`src/rtl/puf_auth_sequencer.sv`:
```
// Sequences one PUF authentication attempt: challenge, response capture, conversion, compare.
// Tracks consecutive failures with lockout; every wait state is bounded by TIMEOUT_CYCLES.
module puf_auth_sequencer #(
    parameter logic [15:0] TIMEOUT_CYCLES = 16'd255,
    parameter int          MAX_FAILS      = 3
) (
    input  logic        clk,
    input  logic        rst_n,
    input  logic        start,
    input  logic [15:0] challenge_in,
    input  logic [15:0] expected_n,
    input  logic        clear_lock,
    output logic        puf_req,
    output logic [15:0] puf_challenge,
    input  logic        puf_resp_valid,
    input  logic [15:0] puf_resp_in,
    output logic        convert,
    output logic [15:0] conv_resp,
    input  logic [15:0] n_auth,
    input  logic        conversion_done,
    output logic        busy,
    output logic        auth_done,
    output logic        auth_pass,
    output logic        auth_fail,
    output logic        timeout_err,
    output logic        locked
);

    localparam int FW = ($clog2(MAX_FAILS + 1) > 2) ? $clog2(MAX_FAILS + 1) : 2;
    localparam logic [FW-1:0] FAIL_LIM = FW'(MAX_FAILS);

    typedef enum logic [2:0] {
        S_IDLE,
        S_REQ,
        S_WAIT_RESP,
        S_CONV,
        S_WAIT_CONV,
        S_CHECK,
        S_LOCKED
    } state_t;

    state_t         state, state_nxt;
    logic [15:0]    wait_cnt;
    logic [15:0]    expected_q;
    logic [15:0]    n_q;
    logic [FW-1:0]  fail_count;
    logic [FW-1:0]  fail_inc;
    logic           timed_out;
    logic           expire;
    logic           match;

    // Expiring on the last wait cycle makes the timeout land exactly TIMEOUT_CYCLES after entry.
    assign expire   = (wait_cnt == TIMEOUT_CYCLES - 16'd1);
    assign match    = !timed_out && (n_q == expected_q);
    assign fail_inc = (fail_count >= FAIL_LIM) ? fail_count : fail_count + FW'(1);

    always_ff @(posedge clk or negedge rst_n) begin
        if (!rst_n) state <= S_IDLE;
        else        state <= state_nxt;
    end

    always_comb begin
        state_nxt = state;
        case (state)
            S_IDLE:      if (start) state_nxt = S_REQ;
            S_REQ:       state_nxt = S_WAIT_RESP;
            S_WAIT_RESP: begin
                if (puf_resp_valid) state_nxt = S_CONV;
                else if (expire)    state_nxt = S_CHECK;
            end
            S_CONV:      state_nxt = S_WAIT_CONV;
            S_WAIT_CONV: begin
                if (conversion_done || expire) state_nxt = S_CHECK;
            end
            S_CHECK: begin
                if (!match && (fail_inc == FAIL_LIM)) state_nxt = S_LOCKED;
                else                                  state_nxt = S_IDLE;
            end
            S_LOCKED:    if (clear_lock) state_nxt = S_IDLE;
            default:     state_nxt = S_IDLE;
        endcase
    end

    always_ff @(posedge clk or negedge rst_n) begin
        if (!rst_n) begin
            wait_cnt      <= 16'd0;
            puf_challenge <= 16'd0;
            expected_q    <= 16'd0;
            conv_resp     <= 16'd0;
            n_q           <= 16'd0;
            fail_count    <= '0;
            timed_out     <= 1'b0;
        end else begin
            case (state)
                S_IDLE: begin
                    if (start) begin
                        puf_challenge <= challenge_in;
                        expected_q    <= expected_n;
                    end
                end
                S_REQ: begin
                    wait_cnt  <= 16'd0;
                    timed_out <= 1'b0;
                end
                S_WAIT_RESP: begin
                    if (puf_resp_valid) begin
                        conv_resp <= puf_resp_in;
                    end else begin
                        wait_cnt <= wait_cnt + 16'd1;
                        if (expire) timed_out <= 1'b1;
                    end
                end
                S_CONV: wait_cnt <= 16'd0;
                S_WAIT_CONV: begin
                    if (conversion_done) begin
                        n_q <= n_auth;
                    end else begin
                        wait_cnt <= wait_cnt + 16'd1;
                        if (expire) timed_out <= 1'b1;
                    end
                end
                S_CHECK: begin
                    if (match) fail_count <= '0;
                    else       fail_count <= fail_inc;
                end
                S_LOCKED: if (clear_lock) fail_count <= '0;
                default: ;
            endcase
        end
    end

    // Status outputs decode straight from the state register, so reset clears them at once.
    assign puf_req     = (state == S_REQ);
    assign convert     = (state == S_CONV);
    assign busy        = (state != S_IDLE) && (state != S_LOCKED);
    assign auth_done   = (state == S_CHECK);
    assign auth_pass   = (state == S_CHECK) && match;
    assign auth_fail   = (state == S_CHECK) && !match;
    assign timeout_err = (state == S_CHECK) && timed_out;
    assign locked      = (state == S_LOCKED);

endmodule

```
`config.mk`:
```
export PLATFORM = sky130hd
export DESIGN_NAME = puf_auth_sequencer
export DESIGN_NICKNAME = d
export VERILOG_FILES = /design/src/rtl/puf_auth_sequencer.sv
export SDC_FILE = /design/constraint.sdc
export NUM_CORES = 1
export LEC_CHECK = 0
export CORE_MARGIN = 2
export CORE_UTILIZATION = 30
export DETAILED_ROUTE_END_ITERATION = 7
export PLACE_DENSITY = 0.56
export SETUP_SLACK_MARGIN = 0.4
export SYNTH_ARGS = -nofsm -noshare
export SYNTH_HDL_FRONTEND = slang
export SYNTH_SLANG_ARGS = --single-unit
```
`constraint.sdc`:
```
create_clock -name clk -period 2.35 [get_ports clk]
set_clock_uncertainty 0.05 [all_clocks]
set_input_delay 0.235 -clock clk [delete_from_list [all_inputs] [get_ports clk]]
set_output_delay 0.235 -clock clk [all_outputs]
set_load 0.005 [all_outputs]
```
* Word-level counts from Yosys, hierarchy flattened *
Index checks and enable logic that the tools add are counted.

storage, ports and cells
  logic and storage cells = 67
  bits of input ports = 70
  output and inout port bits = 40
  register bits after elaboration = 86

operators by class
  reductions and logical operators = 22
  muxes and demuxes = 18
  equal/unequal tests = 16
  add/sub/neg operators = 2
  $lt $le $gt $ge = 1

operators by type and width
  kind                                                   count
  case mux 16 bit (3 select lines)                       1
  2-to-1 mux 16 bit                                      2
  case mux 3 bit (7 select lines)                        1
  2-to-1 mux 3 bit                                       6
  adder 16 x 1 -> 16 bit (second input constant)         1
  equality test 16 bit                                   1
  equality test 16 x 8 -> 1 bit (second input constant)  1
  != test 2 bit (second input constant)                  5
  equality test 3 bit (second input constant)            3
  nonzero test 3 bit                                     3
  AND reduction 2 bit                                    4
  equality test 3 x 2 -> 1 bit (second input constant)   2
  logical AND 1 bit                                      6
  2-to-1 mux 2 bit                                       3
  != test 3 bit (second input constant)                  2
  AND reduction 3 bit                                    2
  case mux 2 bit (2 select lines)                        1
  AND reduction 4 bit                                    1
  equality test 3 x 1 -> 1 bit (second input constant)   1
  zero test 3 bit                                        1
  2-to-1 mux 1 bit                                       3
  case mux 1 bit (3 select lines)                        1
  adder 2 x 1 -> 2 bit (second input constant)           1
  equality test 2 bit (second input constant)            1
  other kinds (5)                                        6

* Logic depth before layout (Yosys ltp) *
  depth in word-level cells = 6
  depth in mapped cells = 8
  gate-level depth less buffers = 6

* Worst setup path after synthesis *
Ideal clock, no wire load.

  path type = register to register
  start point = reg state[2]
  end point = reg conv_resp[10]
  buffers on the path = 2
  library setup time = 125 ps
  data required time = 2175 ps
  setup slack = 484 ps
  cell stages (with the launch flop) = 5
  arrival time = 1691 ps
  clock period less this slack = 1866 ps
  cells stage by stage = dfrtp_1 clkbuf_1 nor3_2 buf_2 mux2_2

between the ends
  word-level cells in the longest chain between the ends = 2

RTL lines
  what                           RTL line  text
  start, declared                42        state_t state, state_nxt;
  start signal, assigned         59        else state <= state_nxt;
  equality test 3 x 2 -> 1 bit   94        case (state)
  AND reduction 2 bit (no line)  -
  end signal, assigned           107       conv_resp <= puf_resp_in;
  end, declared                  18        output logic [15:0] conv_resp,

Every way passes these cells.
A chain may end at the register's enable or synchronous reset.

* Worst setup path after layout *
  start point = reg expected_q[3]
  end point = out auth_pass

between the ends
  word-level cells in the longest chain between the ends = 3

RTL lines
  what                    RTL line  text
  start, declared         44        logic [15:0] expected_q;
  start signal, assigned  98        expected_q <= expected_n;
  equality test 16 bit    54        assign match = !timed_out && (n_q == expected_q);
  logical AND 1 bit       54
  logical AND 1 bit       137       assign auth_pass = (state == S_CHECK) && match;
  end, declared           23        output logic auth_pass,

Every way passes these cells.

==> results.toml <==
[routing]
wl_per_cell_um = 14.6
via_count = 2835
via_per_inst = 4.59
ant_nets = 0
finalWirelength_um = 9030
drt_iter0_drc = 86
drt_first_pass_iters = 4
drc_errors = 0

[pwr]
p_leak_nw = 2.34
finalPower_w = 0.00642
peakVddDrop_v = 0.000646
powerDensity_nw_per_um2 = 1120

[floorplan]
die_w_um = 119
core_um2 = 12700
chipHeight_um = 119
start_util_pct = 31.1
row_count = 41
die_area_um2 = 14100
ioPinCount = 110

[clock_tree]
cts_tree = "done"
cts_num_sinks = 86
clockBufferDepth = 2
clk_latency_ns = 0.34
cts_inserted_buffers = 9
cts_max_level = 3
root_buffer = "clkbuf_16"
clk_pin_slew_ns = 0.07

[critical_path]
worstPathRequired_ns = 2.07
critPathSlowestCell = "dfrtp_1"
max_stage_delay_ns = 0.38
crit_family = "simple AND/OR/NAND/NOR gates"
cp-end-kind = "output port"
start_kind = "flip-flop"
path_max_fanout = 2
critical_path_class = "flip-flop to output port"
worstPathArrival_ns = 1.98
cp_num_buf_inv = 2
critical_path.cell_chain = "xor2_1 > nor4_2 > nand4_1 > buf_4 > nor4_2 > buf_2"
worst_path_most_repeated_cell = "nor4_2"

[synthesis]
mappedNetlistNets = 384
ys.warnings.count = 0
ys_ff_latch = 86
async_flop_share_pct = 100
synth_ff_type = "dfrtp_1"
synth_edf_count = 0
synth-seq-area-share_pct = 54.4
yosysUniqueCellTypes = 42
synth_area_um2 = 3950
synthCells = 312
syn_area_per_cell_um2 = 12.7

[timing]
final_hold_viol_count = 0
max_freq_mhz = 442
finalSetupViolCount = 0
final.setup.worst_slack_ns = 0.0853
period_needed_ns = 2.26
rsz0062_at_grt = "yes"
worst_slew_pin_slew_ns = 0.656
slew_headroom_pct = 56.2
min_period_over_period_pct = 96.4
slew_violations = 0

[finish]
final_util_pct = 45.2
layoutNonFillerInstCount = 618
fin_nets = 513
diodes = 0
finish.instance_area_um2 = 5750
areaGrowthSynthToFinish_pct = 45.4
drive_gt1_share_pct = 30.0

[placed_design]
portBuffers = 109
gp_congestion = 0.815
pre_cts_ws_ns = 0.0809
dpl_cell_area_um2 = 5300
dp.cells = 591
place_hpwl_um = 6460

[global_routing]
grt_overflow = 0
grt_pass1_vias = 3002
grt_pass1_wl_um = 15100
track_usage_pct = 13.4
antenna_found_initial = 0
grt_start_max_net_pins = 50

[worst_hold_path]
hold_path.class = "input port to async pin"

[status]
status = "completed"

[job]
cap_violations = 0
==> placed cells by master (no fill, tap or decap), types with 2 or more instances in the layout <==
cell	count
clkdlybuf4s50_1	102
dfrtp_1	83
mux2_2	64
buf_4	20
nor2_1	18
xor2_1	16
xnor2_1	14
nand2_1	11
a21oi_1	9
clkbuf_16	9
nand3_1	6
and2_1	5
nor3_1	5
nand4_1	5
nand2b_1	4
inv_1	4
o21ai_0	4
clkinvlp_4	4
nor4_2	3
a211oi_2	3
dlygate4sd2_1	3
buf_6	3
dfrtp_2	3
inv_2	2
nand3b_1	2
nor3_2	2
a2111oi_4	2
and3_1	2
a2111oi_2	2
a211oi_1	2
ha_1	2
clkinv_2	2
buf_2	2
buf_12	2
==> cell usage after synthesis, types with 2 or more instances <==
master / n / area [um2]
nor4_1: 4 / 25.0
clkbuf_1: 6 / 22.5
a211oi_2: 3 / 37.5
inv_1: 6 / 22.5
xnor2_1: 14 / 123
buf_2: 7 / 35.0
nand3b_1: 2 / 15.0
nor2_1: 19 / 71.3
or3_1: 2 / 12.5
buf_6: 3 / 33.8
dfrtp_1: 86 / 2150
nand3_1: 6 / 30.0
nand2b_1: 4 / 25.0
xor2_1: 16 / 140
a2111oi_2: 4 / 60.1
nand2_1: 11 / 41.3
a211oi_1: 2 / 15.0
nor3_1: 6 / 30.0
a21oi_1: 9 / 45.0
ha_1: 2 / 25.0
nand4_1: 5 / 31.3
mux2_2: 64 / 721
and3_1: 3 / 18.8
and2_1: 6 / 37.5
o21ai_0: 5 / 25.0
==> report_power, final <==
group	leakage (nW)	internal [W]	switching, W	total (W)
logic	1.16	0.00161	0.00100	0.00261
clock network	0.124	0.000715	0.000598	0.00131
registers	1.06	0.00211	0.000383	0.00250
==> state kept, by name (all words and copies together) (netlist names) <==
name,flops
wait_cnt,16
state,3
expected_q,16
fail_count,2
n_q,16
puf_challenge,16
timed_out,1
conv_resp,16
==> cell type report <==
| type | count | area, um2 |
|---|---|---|
| Clock buffer | 9 | 225 |
| Clock inverter | 7 | 48.8 |
| Fill cell | 1220 | 6970 |
| Inverter | 6 | 22.5 |
| Multi-Input combinational cell | 204 | 1780 |
| Sequential cell | 86 | 2160 |
| Tap cell | 172 | 215 |
| Timing Repair Buffer | 134 | 1300 |
==> per-layer routing <==
metal	up-vias	track usage, %	share of wire, %
met5	-	0	0
met4	0	3.57	0.54
met3	5	5.55	6.5
met2	66	22.7	50
met1	1401	15.7	43
li1	1363	-	-
==> stage by stage <==
step                      hold WS (ns)  TNS, ns
after global placement           0.267        0
after global routing             0.433  -0.0339
after CTS                        0.438        0
final                            0.434        0
after detailed placement         0.272        0
after floorplan                 -0.111        0
==> path summary, 6_finish.rpt <==
check	from	to	slack, ns	cells past startpoint
max	expected_q[3]	auth_pass	0.09	6
min	rst_n	fail_count[0]	0.43	2
max reg2reg	state[0]	wait_cnt[15]	0.46	6
min reg2reg	conv_resp[12]	conv_resp[12]	0.46	1
max in group asynchronous	rst_n	puf_challenge[9]	1.20	3
min in group clk	challenge_in[13]	puf_challenge[13]	0.45	2
==> cells by family after synthesis <==
logic type                 Yosys count  share of synthesized area, %
muxes                               65                          18.5
DFF                                 86                          54.4
adders and majority gates            2                         0.633
xor gates and xnor gates            30                          6.65
buffers and inverters               22                          2.88
AOI/OAI and AO/OA                   32                          6.46
and+or+nand+nor                     75                          10.4
==> repair_timing <==
action / CTS / global route
hold buffers: 1 / 0
setup endpoints to repair: 11 / 12
resized for setup: 27 / 8
hold endpoints to repair: 47 / 0
pin swaps: 6 / 7
setup buffers: 6 / 4
No activity file was read; power rests on OpenSTA's default activity.
